==> config.mk <==
export PLATFORM = sky130hd
export DESIGN_NAME = rng_arbiter_flat
export DESIGN_NICKNAME = d
export VERILOG_FILES = /design/src/rtl/rng_arbiter_if.sv /design/src/rtl/rng_arbiter.sv /design/src/flat_wrapper.sv
export SDC_FILE = /design/constraint.sdc
export NUM_CORES = 1
export LEC_CHECK = 0
export CORE_UTILIZATION = 50
export DETAILED_ROUTE_END_ITERATION = 7
export GPL_ROUTABILITY_DRIVEN = 0
export HOLD_SLACK_MARGIN = 0.06
export PLACE_DENSITY = 0.83
export SYNTH_ARGS = -nofsm -noshare
export SYNTH_HDL_FRONTEND = slang
export SYNTH_SLANG_ARGS = --single-unit
==> constraint.sdc <==
create_clock -name clk -period 4.6 [get_ports clk]
set_input_delay 0.92 -clock clk [delete_from_list [all_inputs] [get_ports clk]]
set_output_delay 0.92 -clock clk [all_outputs]
set_load 0.005 [all_outputs]
==> src/rtl/rng_arbiter_if.sv <==
// Request/response bundle between requesters and the shared random source.
// The master side drives requests, bounds and seeding; the slave side
// (the arbiter) returns the acknowledge, the result and its busy flag.
interface rng_arbiter_if #(
    parameter int unsigned N_REQ = 4
);
    logic                   seed_load;
    logic [8:0]             seed;
    logic [N_REQ-1:0]       req;
    logic [9*N_REQ-1:0]     bound;
    logic [N_REQ-1:0]       ack;
    logic [8:0]             rnd;
    logic                   busy;

    modport master (
        output seed_load, seed, req, bound,
        input  ack, rnd, busy
    );

    modport slave (
        input  seed_load, seed, req, bound,
        output ack, rnd, busy
    );
endinterface

==> src/rtl/rng_arbiter.sv <==
// Round-robin arbiter sharing one 9-bit Galois LFSR among N_REQ requesters.
// Each granted request gets a value in [0, bound) by masked rejection
// sampling, falling back to a single subtraction after MAX_TRY attempts.
module rng_arbiter #(
    parameter int unsigned N_REQ   = 4,
    parameter int unsigned MAX_TRY = 4
) (
    input  logic            clk,
    input  logic            rst_n,
    rng_arbiter_if.slave    bus
);

    localparam int unsigned PW = (N_REQ > 1)   ? $clog2(N_REQ)   : 1;
    localparam int unsigned TW = (MAX_TRY > 1) ? $clog2(MAX_TRY) : 1;
    localparam logic [8:0]  LFSR_INIT = 9'h1BD;

    typedef enum logic [1:0] {
        S_IDLE,
        S_DRAW,
        S_DONE
    } state_t;

    state_t             r_state;
    logic [8:0]         r_lfsr;
    logic [PW-1:0]      r_ptr;
    logic [PW-1:0]      r_win;
    logic [8:0]         r_bound;
    logic [TW-1:0]      r_try;
    logic [N_REQ-1:0]   r_ack;
    logic [8:0]         r_rnd;
    logic               r_busy;

    logic [8:0]         w_lfsr_next;
    logic               w_any;
    logic [PW-1:0]      w_win;
    logic [8:0]         w_bound_sel;
    logic [8:0]         w_bm1;
    logic [8:0]         w_s1;
    logic [8:0]         w_s2;
    logic [8:0]         w_s4;
    logic [8:0]         w_mask;
    logic [8:0]         w_cand;
    logic               w_draw_done;
    logic [8:0]         w_draw_rnd;

    // Galois step of the shared random source
    always_comb begin
        w_lfsr_next = {r_lfsr[0], r_lfsr[8], r_lfsr[7:5],
                       r_lfsr[4] ^ r_lfsr[0],
                       r_lfsr[3] ^ r_lfsr[0],
                       r_lfsr[2] ^ r_lfsr[0],
                       r_lfsr[1]};
    end

    // LFSR advances every edge; a seed load overrides the step, zero seed is replaced
    always_ff @(posedge clk or negedge rst_n) begin
        if (!rst_n) begin
            r_lfsr <= LFSR_INIT;
        end else if (bus.seed_load) begin
            r_lfsr <= (bus.seed == '0) ? LFSR_INIT : bus.seed;
        end else begin
            r_lfsr <= w_lfsr_next;
        end
    end

    // Round-robin winner: scan from r_ptr upward, the closest set request wins
    always_comb begin
        logic [PW-1:0] v_idx;
        v_idx = '0;
        w_win = '0;
        w_any = |bus.req;
        for (int unsigned k = 0; k < N_REQ; k++) begin
            // walk offsets from farthest to nearest so the nearest assignment sticks
            v_idx = PW'((32'(r_ptr) + (N_REQ - 1 - k)) % N_REQ);
            if (bus.req[v_idx]) begin
                w_win = v_idx;
            end
        end
    end

    // Bound slice of the current winner
    always_comb begin
        w_bound_sel = '0;
        for (int unsigned k = 0; k < N_REQ; k++) begin
            if (w_win == PW'(k)) begin
                w_bound_sel = bus.bound[9*k +: 9];
            end
        end
    end

    // Candidate draw: mask is bound-1 smeared right to the next 2^k-1
    always_comb begin
        w_bm1  = r_bound - 9'd1;
        w_s1   = w_bm1 | (w_bm1 >> 1);
        w_s2   = w_s1  | (w_s1  >> 2);
        w_s4   = w_s2  | (w_s2  >> 4);
        w_mask = w_s4  | (w_s4  >> 8);
        w_cand = r_lfsr & w_mask;

        w_draw_done = 1'b0;
        w_draw_rnd  = '0;
        if (r_bound <= 9'd1) begin
            w_draw_done = 1'b1;
            w_draw_rnd  = '0;
        end else if (w_cand < r_bound) begin
            w_draw_done = 1'b1;
            w_draw_rnd  = w_cand;
        end else if (r_try == TW'(MAX_TRY - 1)) begin
            // mask < 2*bound, so this lands inside [0, bound)
            w_draw_done = 1'b1;
            w_draw_rnd  = w_cand - r_bound;
        end
    end

    // Arbitration FSM with registered ack/rnd/busy
    always_ff @(posedge clk or negedge rst_n) begin
        if (!rst_n) begin
            r_state <= S_IDLE;
            r_ptr   <= '0;
            r_win   <= '0;
            r_bound <= '0;
            r_try   <= '0;
            r_ack   <= '0;
            r_rnd   <= '0;
            r_busy  <= 1'b0;
        end else begin
            case (r_state)
                S_IDLE: begin
                    r_ack <= '0;
                    if (w_any) begin
                        r_win   <= w_win;
                        r_bound <= w_bound_sel;
                        r_try   <= '0;
                        r_busy  <= 1'b1;
                        r_state <= S_DRAW;
                    end
                end
                S_DRAW: begin
                    if (w_draw_done) begin
                        r_rnd        <= w_draw_rnd;
                        r_ack        <= '0;
                        r_ack[r_win] <= 1'b1;
                        r_state      <= S_DONE;
                    end else begin
                        r_try <= r_try + 1'b1;
                    end
                end
                S_DONE: begin
                    r_ack   <= '0;
                    r_busy  <= 1'b0;
                    r_ptr   <= (r_win == PW'(N_REQ - 1)) ? '0 : r_win + 1'b1;
                    r_state <= S_IDLE;
                end
                default: begin
                    r_ack   <= '0;
                    r_busy  <= 1'b0;
                    r_state <= S_IDLE;
                end
            endcase
        end
    end

    assign bus.ack  = r_ack;
    assign bus.rnd  = r_rnd;
    assign bus.busy = r_busy;

endmodule

==> src/flat_wrapper.sv <==
// flat-port wrapper written by rule: the top's interface ports become plain ports
module rng_arbiter_flat 
#(
    parameter int unsigned N_REQ   = 4,
    parameter int unsigned MAX_TRY = 4
)
  (clk, rst_n, bus_seed_load, bus_seed, bus_req, bus_bound, bus_ack, bus_rnd, bus_busy);
  rng_arbiter_if #(.N_REQ(N_REQ)) bus_i ();
  input  logic clk;
  input  logic rst_n;
  input wire logic [$bits(bus_i.seed_load)-1:0] bus_seed_load;
  input wire logic [$bits(bus_i.seed)-1:0] bus_seed;
  input wire logic [$bits(bus_i.req)-1:0] bus_req;
  input wire logic [$bits(bus_i.bound)-1:0] bus_bound;
  output wire logic [$bits(bus_i.ack)-1:0] bus_ack;
  output wire logic [$bits(bus_i.rnd)-1:0] bus_rnd;
  output wire logic [$bits(bus_i.busy)-1:0] bus_busy;
  assign bus_i.seed_load = bus_seed_load;
  assign bus_i.seed = bus_seed;
  assign bus_i.req = bus_req;
  assign bus_i.bound = bus_bound;
  assign bus_ack = bus_i.ack;
  assign bus_rnd = bus_i.rnd;
  assign bus_busy = bus_i.busy;
  rng_arbiter #(.N_REQ(N_REQ), .MAX_TRY(MAX_TRY)) u_core (.clk(clk), .rst_n(rst_n), .bus(bus_i));
endmodule
# Yosys cells after proc, flatten, opt, wreduce, memory -nomap -nowiden
# Cells that the tools add are included.
# totals
out_inout_bits,14
ramBits,0
mem_count,0
latchBits,0
inputBits,52
romBits,0
regBits,40
# op_classes
bitwise_logic,9
n_eq_ne,10
n_mux,37
mul,0
magnitude_cmp,8
reduce_logical,11
n_addsub,7
div_mod_pow,0
shift,0
# op_table
cell,n
2-to-1 mux 9 bit,9
2-to-1 mux 2 bit,9
less-than comparator 2 x 3 -> 1 bit (second input constant),5
== test 2 bit (second input constant),5
bitwise AND 9 bit,1
<= comparator 9 x 1 -> 1 bit (second input constant),1
zero test 9 bit,1
less-than comparator 9 bit,1
2-to-1 mux 1 bit,9
bitwise OR 9 x 1 -> 9 bit,1
bitwise OR 9 x 5 -> 9 bit,1
bitwise OR 9 x 7 -> 9 bit,1
bitwise OR 9 x 8 -> 9 bit,1
subtractor 9 x 1 -> 9 bit (second input constant),1
subtractor 9 bit,1
binary-select mux 1 bit (select 2 bit),4
2-to-1 mux 4 bit,2
case mux 2 bit (2 select lines),2
AND reduction 2 bit,4
adder 2 x 1 -> 2 bit (second input constant),3
adder 2 bit (second input constant),2
== test 2 x 1 -> 1 bit (second input constant),2
zero test 2 bit,2
!= test 2 x 1 -> 1 bit (second input constant),2
other kinds (10),12

# Logic depth before layout (Yosys ltp)
# Gate-level depths: netlist of the first run.
# depth
depth_word,12
depth_mapped,17

# Worst setup path after synthesis of the first run
# Ideal clock, no wire load.
# synth_path
path_kind,register -> register
startpoint,register u_core.r_bound[1]
endpoint,register u_core.r_rnd[1] (netlist: u_core.bus.rnd[1])
setup_time_ps,126
slack_ps,940
t_arrival_ps,3534
required_time_ps,4474
n_path_buf,1
stages_incl_launch_ff,16
path_cell_list,dfrtp_1 > inv_1 > ha_1 > o21bai_1 > a2111oi_2 > a31oi_2 > nor3_4 > a21boi_0 > ha_1 > nor2b_1 > o31a_2 > o21ai_4 > and2_4 > buf_6 > o31ai_4 > a221o_1
# synth_between
elab_chain_len,10
elab_cells_between_ends,15
cone_classes,2 x add/sub; 2 x order compare; 5 x mux; 5 x bitwise; 1 x reduce/logical
# synth_rtl
item,line_no,text
from (decl),rng_arbiter.sv:27,logic [8:0] r_bound;
from (signal assigned),rng_arbiter.sv:132,r_bound <= w_bound_sel;
subtractor 9 x 1 -> 9 bit,rng_arbiter.sv:93,w_bm1 = r_bound - 9'd1;
bitwise OR 9 x 8 -> 9 bit,rng_arbiter.sv:94,w_s1 = w_bm1 | (w_bm1 >> 1);
bitwise OR 9 x 7 -> 9 bit,rng_arbiter.sv:95,w_s2 = w_s1 | (w_s1 >> 2);
bitwise OR 9 x 5 -> 9 bit,rng_arbiter.sv:96,w_s4 = w_s2 | (w_s2 >> 4);
bitwise OR 9 x 1 -> 9 bit,rng_arbiter.sv:97,w_mask = w_s4 | (w_s4 >> 8);
bitwise AND 9 bit,rng_arbiter.sv:98,w_cand = r_lfsr & w_mask;
subtractor 9 bit / less-than comparator 9 bit (equally long branches),"rng_arbiter.sv:111, rng_arbiter.sv:105",
2-to-1 mux 9 bit / 2-to-1 mux 1 bit (equally long branches),"rng_arbiter.sv:108, rng_arbiter.sv:105",
2-to-1 mux 9 bit / 2-to-1 mux 1 bit (equally long branches),"rng_arbiter.sv:105, rng_arbiter.sv:102",
2-to-1 mux 9 bit / AND reduction 2 bit (equally long branches),--,
to (signal assigned),rng_arbiter.sv:140,r_rnd <= w_draw_rnd;
to (decl),rng_arbiter.sv:30,logic [8:0] r_rnd;
# Parallel ways exist; a longest one is shown, timed or not.
# A chain may end at the register's enable or synchronous reset.

# Worst setup path after layout of the first run
# layout_path
startpoint,register u_core.r_bound[0]
endpoint,register u_core.r_rnd[3] (netlist: u_core.bus.rnd[3])
# Same word-level chain as after synthesis.

==> impl_results.md, run 1 <==
- Leakage power: 0.00156 uW
- End of the worst register-to-register path: u_core.bus.rnd[3]
- CP required: roughly 4800 ps
- Final clock period utilization by the worst path: roughly 90%
- Combinational cell fraction of total power: 61.6%
- Path class of the lowest-slack min-delay path: flip-flop to flip-flop
- Data arrival at the endpoint of the critical path: between 4000 and 5000 ps
- Clock slew seen by the registers of the worst setup and hold paths: around 80 ps
- Element type at the critical path end: flip-flop
- Part of the power in registers: 26.7%
- Placed Cells: 408
- Post-DP HPWL: 5.15 mm
- Post-layout util: between 60% and 70%
- Critical path class: flip-flop to flip-flop
- Remaining antenna violation count after routing: 0
- Router iterations before antenna repair: 4
- Fmax: 247 MHz
- Net switching power: 1020 uW
- Kind of launch point of the worst setup path: flip-flop
- Number of inserted diodes: 0
- Final count of negative-setup-slack endpoints: 0
- Worst-case headroom to the max-slew limit: 31.2%
- Sink of the worst hold path: u_core.r_ptr[0]
- Area of the die: around 6100 um^2
- Register-to-Register Setup Slack: 550 ps
- Count of unresolved DRC violations after routing: 0
- Floorplan Core Area: 5510 um^2
- Maximum clock insertion buffer count: 2
- Number of register bits inferred by synthesis: 40
- Min-delay src: u_core.r_ptr[0]
- Number of warnings issued by yosys: 0
- Via count of the first global-routing pass: approximately 2,400
- Post-route minimum period: 4050 ps
- Maximum number of pins on one net before global-route repair: 41
- Number of endpoints with negative hold slack in the final report: 0
- Reg-to-reg critical path startpoint: u_core.r_bound[0]
- Count of cell types in the netlist: between 60 and 70
- Number of gates given a new drive strength after cts: 0
- Number of instances in the synthesized netlist: 276
- Actual slew at the worst max-slew pin: about 1000 ps
- Top fanout value on the critical path: 10
- Ports placed on the boundary: 66
- Total power per unit cell area: 643 nW/um^2
- Number of buffers inserted to repair setup after CTS: 0
- Layout-stage area growth over the synthesis result: 28.3%
- GRT Util Overall: roughly a quarter
- Number of max-slew violations in the final report: 0
- Commonest cells after routing, fill and taps aside: sky130_fd_sc_hd__clkdlybuf4s50_1, sky130_fd_sc_hd__dfrtp_1, sky130_fd_sc_hd__mux2i_1
- Fraction of synthesis flops using an asynchronous set or reset pin: 100%
- DIE HEIGHT: 77.8 um
- Root Driver: sky130_fd_sc_hd__clkbuf_8
- Synthesized area divided by synthesized cell count: between 10 and 15 um^2
- Number of max-cap violations: 0
- Placement Rows: 27
- Cell internal power dissipation: 1350 uW
- Sum of routed wire length over all layers: about 6.5 mm
- Cell area after technology mapping: 2870 um^2
- Synthesized Nets: between 300 and 400
- Number of hold-repair buffers added at the cts stage: 0
- Nets@finish: 412
- Switching portion of total power: 42.9%
- Starting DRT DRC Count: 185
- Clock sink total: 40
- Worst slack at placement: between 600 and 700 ps
- Number of flops mapped to enable cells by yosys: 0
- Avg WL per Cell: 15.6 um
- Clock tree from TritonCTS: done
- Footprint of the multi-input gates: ~1700 um^2
- PortBufs: 65
- Run status: finished, final reports clean
- Initial antenna violation count: 0
- Clk network pwr share: 11.8%
- Post-route non-filler standard cell count: 416
- Starting density of the core: 52.2%
- Commonest non-fill, non-tap cell in the layout: sky130_fd_sc_hd__clkdlybuf4s50_1
- Count of fill cells added during filler insertion: 450
- Total via count in the routed design: 2,424
- CTS H-Tree Depth: 2
- Worst voltage drop across the vdd grid: roughly 300 uV
- Setup Total Neg Slack: 0 ps
- Worst Hold Path Cells: 2
- Wire length of the first global-routing pass: 11.1 mm
- Number of buffers added by the clock tree synthesis step: 5
- Flip-flop cell with the highest count after synthesis: sky130_fd_sc_hd__dfrtp_1
- Pwr Total: ~2400 uW
- Unrepaired setup endpoints after global routing: no
- Clk Latency, worst-skew pair: 290 ps
- Fin worst setup slack: roughly 550 ps
- Sequential area share after synthesis: 35.1%
- Die X: 77.8 um
- Grt ovf: 0
- Layout cells sized above 1: roughly 14%
- Routed via count divided by cell count: 5.83
- FF+latch area: 1010 um^2
- Worst Skew: 6.53 ps
- Worst reg2reg path depth: 14
## cell families (layout without fill, tap and decap cells)
group / after synthesis / count (layout) / synth area share [%]
adders and majority gates: 17 / 17 / 7.67
muxes: 40 / 40 / 14.5
xor gates and xnor gates: 12 / 12 / 3.66
and+or+nand+nor: 64 / 64 / 13.3
AOI/OAI and AO/OA: 77 / 77 / 21.8
DFF: 40 / 40 / 35.1
buffers and inverters: 26 / 94 / 4.01
## state kept, by name, indices dropped and copies added, names as in the netlist
name	cells
u_core.r_ptr	2
u_core.r_try	2
u_core.r_lfsr	9
u_core.bus.busy	1
u_core.bus.ack	4
u_core.bus.rnd	9
u_core.r_state	2
u_core.r_win	2
u_core.r_bound	9
## critical path, stage by stage, from the launching register on
cell and delay [ps]:
sky130_fd_sc_hd__dfrtp_1 470, sky130_fd_sc_hd__inv_1 90, sky130_fd_sc_hd__ha_1 280, sky130_fd_sc_hd__o21bai_1 250, sky130_fd_sc_hd__a2111oi_2 410, sky130_fd_sc_hd__a31oi_2 120, sky130_fd_sc_hd__nor3_4 300, sky130_fd_sc_hd__a21boi_0 220
sky130_fd_sc_hd__ha_1 330, sky130_fd_sc_hd__nor2b_1 150, sky130_fd_sc_hd__o31a_2 340, sky130_fd_sc_hd__o21ai_4 230, sky130_fd_sc_hd__and2_4 240, sky130_fd_sc_hd__o31ai_4 120, sky130_fd_sc_hd__a221o_1 400
## per-stage QoR
step           cell area [um^2]  hold WS [ps]
2_1_floorplan              2870           449
3_3_place_gp               3580           462
3_5_place_dp               3580           475
4_1_cts                    3690           494
5_1_grt                    3690           522
6_report                   3690           484
## per-layer routing
layer | track usage [%] | share of wire [%] | vias up
met5 | 0 | 0 | -
met4 | 8.68 | 2.1 | 0
met3 | 3.76 | 4.5 | 13
met2 | 40.2 | 50 | 77
met1 | 30.0 | 43 | 1167
li1 | - | - | 1167
## worst max path at each step
stage	from	endpoint	slack (ps)
after floorplan	u_core.r_bound[1]	u_core.bus.rnd[1]	940
after global placement	u_core.r_bound[0]	u_core.bus.rnd[2]	810
after detailed placement	u_core.r_bound[0]	u_core.bus.rnd[3]	610
after CTS	u_core.r_bound[0]	u_core.bus.rnd[3]	590
after global routing	u_core.r_bound[1]	u_core.bus.rnd[4]	290
final	u_core.r_bound[0]	u_core.bus.rnd[3]	550
## layout make-up
class	count	area share, %
multi-input combinational	210	47.4
sequential	40	27.4
timing repair buffer	66	17.7
tap	72	2.44
inverter	20	2.10
clock buffer	6	1.97
clock inverter	2	0.950
## Yosys cell counts (4+ instances only)
cell	n	area [um^2]
sky130_fd_sc_hd__a21oi_1	11	55.1
sky130_fd_sc_hd__a221o_1	8	80.1
sky130_fd_sc_hd__a22o_1	5	43.8
sky130_fd_sc_hd__and3_1	4	25.0
sky130_fd_sc_hd__dfrtp_1	33	826
sky130_fd_sc_hd__dfstp_2	7	184
sky130_fd_sc_hd__ha_1	16	200
sky130_fd_sc_hd__inv_1	18	67.6
sky130_fd_sc_hd__mux2_2	12	135
sky130_fd_sc_hd__mux2i_1	28	280
sky130_fd_sc_hd__nand2_1	13	48.8
sky130_fd_sc_hd__nand3_1	4	20.0
sky130_fd_sc_hd__nor2_1	10	37.5
sky130_fd_sc_hd__nor2b_1	6	37.5
sky130_fd_sc_hd__nor3_1	7	35.0
sky130_fd_sc_hd__o21a_1	4	30.0
sky130_fd_sc_hd__o21ai_0	9	45.0
sky130_fd_sc_hd__o22a_1	6	52.6
sky130_fd_sc_hd__xnor2_1	10	87.6
## power groups by stage
stage / sequential, uW / clock [uW] / combinational [uW]
finish: 632 / 279 / 1460
global route: 655 / 301 / 1600
CTS: 632 / 288 / 1450
detailed placement: 639 / 0 / 1430
global placement: 632 / 0 / 1400
floorplan: 613 / 0 / 1070
Power figures use the tool's default switching activity.
==> inputs of run 2 (changes only) <==
--- a/config.mk
+++ b/config.mk
@@ -10,6 +10,7 @@
 export GPL_ROUTABILITY_DRIVEN = 0
 export HOLD_SLACK_MARGIN = 0.06
 export PLACE_DENSITY = 0.83
+export REMOVE_ABC_BUFFERS = 1
 export SYNTH_ARGS = -nofsm -noshare
 export SYNTH_HDL_FRONTEND = slang
 export SYNTH_SLANG_ARGS = --single-unit
==> impl_results.md, run 2 (synthesis results as in run 1) <==
- Run status: finished, final reports clean
- Commonest non-fill, non-tap cell in the layout: sky130_fd_sc_hd__clkdlybuf4s50_1
- Fmax: 249 MHz (+1.0%)
- DR WL met3: 349 um (+19%)
- Total power per unit cell area: 651 nW/um^2 (+1.2%)
- Avg WL per Cell: 15.8 um (+0.85%)
- Number of inserted diodes: 0 (unchanged)
- Number of endpoints with negative hold slack in the final report: 0 (unchanged)
- PortBufs: 65 (unchanged)
- Wire length of the first global-routing pass: 11.0 mm (-0.86%)
- Maximum number of pins on one net before global-route repair: 41 (unchanged)
- Number of hold-repair buffers added at the cts stage: 0 (unchanged)
- Detail Route met2 WL: 3.23 mm (-1.6%)
- Routed via count divided by cell count: 5.84 (+0.25%)
- Final-layout worst hold slack: 484 ps (-0.166 ps)
- CTS H-Tree Depth: 2 (unchanged)
- Clock sink total: 40 (unchanged)
- Leakage power: 0.00157 uW (+0.40%)
- Top fanout value on the critical path: 10 (unchanged)
- Post-DP HPWL: 5.11 mm (-0.82%)
- Root Driver: sky130_fd_sc_hd__clkbuf_8
- Nets@finish: 412 (unchanged)
- Grt ovf: 0 (unchanged)
- Total via count in the routed design: 2,430 (+0.25%)
- CP required: 4790 ps (about the same)
- Clock slew seen by the registers of the worst setup and hold paths: 80 ps (about the same)
- Setup Total Neg Slack: 0 ps (unchanged)
- Initial antenna violation count: 0 (unchanged)
- Starting DRT DRC Count: 119 (-36%)
- Router iterations before antenna repair: 6 (+2)
- Layout-stage area growth over the synthesis result: 28.8%
- Data arrival at the endpoint of the critical path: 4200 ps (-30 ps)
- Min-delay src: u_core.bus.busy
- GRT Util Overall: 23.6% (about the same)
- Post-route minimum period: 4010 ps (-40.8 ps)
- Starting density of the core: 52.2% (unchanged)
- Detailed-routing wirelength on met1: 2.81 mm (+0.57%)
- Clock tree from TritonCTS: done
- Number of max-slew violations in the final report: 0 (unchanged)
- Final count of negative-setup-slack endpoints: 0 (unchanged)
- Ports placed on the boundary: 66 (unchanged)
- Path class of the lowest-slack min-delay path: flip-flop to flip-flop
- Die X: 77.8 um (unchanged)
- Layout cells sized above 1: 14.2% (+0.29 points)
- Actual slew at the worst max-slew pin: 1020 ps (-13.3 ps)
- Count of unresolved DRC violations after routing: 0 (unchanged)
- Placement Rows: 27 (unchanged)
- DR top layer: met4
- Critical path class: flip-flop to flip-flop
- Maximum clock insertion buffer count: 2 (unchanged)
- Number of buffers added by the clock tree synthesis step: 5 (unchanged)
- Element type at the critical path end: flip-flop
- Pwr Total: 2410 uW (+1.6%)
- Floorplan Core Area: 5510 um^2 (unchanged)
- Sum of routed wire length over all layers: 6.56 mm (+0.85%)
- DIE HEIGHT: 77.8 um (unchanged)
- Worst voltage drop across the vdd grid: 341 uV (+14%)
- Commonest cells after routing, fill and taps aside: sky130_fd_sc_hd__clkdlybuf4s50_1, sky130_fd_sc_hd__dfrtp_1, sky130_fd_sc_hd__mux2i_1
- Worst Skew: 9.34 ps (+2.81 ps)
- Post-layout util: 67.2% (+0.25 points)
- Via count of the first global-routing pass: 2,379 (-0.63%)
- Unrepaired setup endpoints after global routing: no
- Register-to-Register Setup Slack: 590 ps (+40 ps)
- Kind of launch point of the worst setup path: flip-flop
- Clk Latency, worst-skew pair: 300 ps (about the same)
- Area of the die: 6050 um^2 (unchanged)
- Final clock period utilization by the worst path: 87.2% (-0.89 points)
- Startpoint of the most critical setup path: u_core.r_bound[0]
- Number of buffers inserted to repair setup after CTS: 0 (unchanged)
- Number of gates given a new drive strength after cts: 0 (unchanged)
- Number of max-cap violations: 0 (unchanged)
- Reg-to-reg critical path startpoint: u_core.r_bound[0]
- Remaining antenna violation count after routing: 0 (unchanged)
- Worst-case headroom to the max-slew limit: 32.1% (+0.89 points)
[run 2: metal layers]
layer	track usage, %	vias up
li1	-	1168
met1	28.8	1151
met2	40.7	91
met3	4.47	20
met4	9.25	0
met5	0	-
[run 2: through the flow]
stage	instances	instance area [um^2]	setup WS [ps]
6_report	416	3700	590
5_1_grt	416	3700	308
4_1_cts	416	3700	646
3_5_place_dp	408	3580	658
3_3_place_gp	408	3580	820
2_1_floorplan	270	2840	996
[run 2: path summary, 6_finish.rpt]
check | to | depth (start not counted)
min in group asynchronous | u_core.bus.busy | 1
max in group asynchronous | u_core.r_lfsr[1] | 1
worst min-delay path | u_core.bus.busy | 1
worst max register to register | u_core.bus.ack[0] | 15
worst max-delay path | u_core.bus.ack[0] | 15
worst min register to register | u_core.bus.busy | 1
[run 2: final cells by class]
class	instances	area (um^2)
sequential	40	1010
fill	452	1810
timing repair buffer	66	653
multi-input combinational	210	1750
inverter	20	77.6
clock buffer	6	82.6
tap	72	90.1
clock inverter	2	38.8
[run 2: worst max-delay path, cell delays in order, from the launching register on]
cell and delay, ps:
sky130_fd_sc_hd__dfrtp_1 460, sky130_fd_sc_hd__inv_1 90, sky130_fd_sc_hd__ha_1 290, sky130_fd_sc_hd__o21bai_1 250
sky130_fd_sc_hd__a2111oi_2 420, sky130_fd_sc_hd__a31oi_2 120, sky130_fd_sc_hd__nor2_1 340, sky130_fd_sc_hd__a21boi_1 180
sky130_fd_sc_hd__ha_1 380, sky130_fd_sc_hd__o21a_1 140, sky130_fd_sc_hd__o31a_2 190, sky130_fd_sc_hd__o21ai_4 100
sky130_fd_sc_hd__and2_4 180, sky130_fd_sc_hd__o31ai_4 440, sky130_fd_sc_hd__inv_4 80, sky130_fd_sc_hd__a22o_1 250
[run 2: report_power, final]
group	switching (uW)	internal, uW
combinational	766	694
clock	129	177
sequential	145	496
total	1040	1370
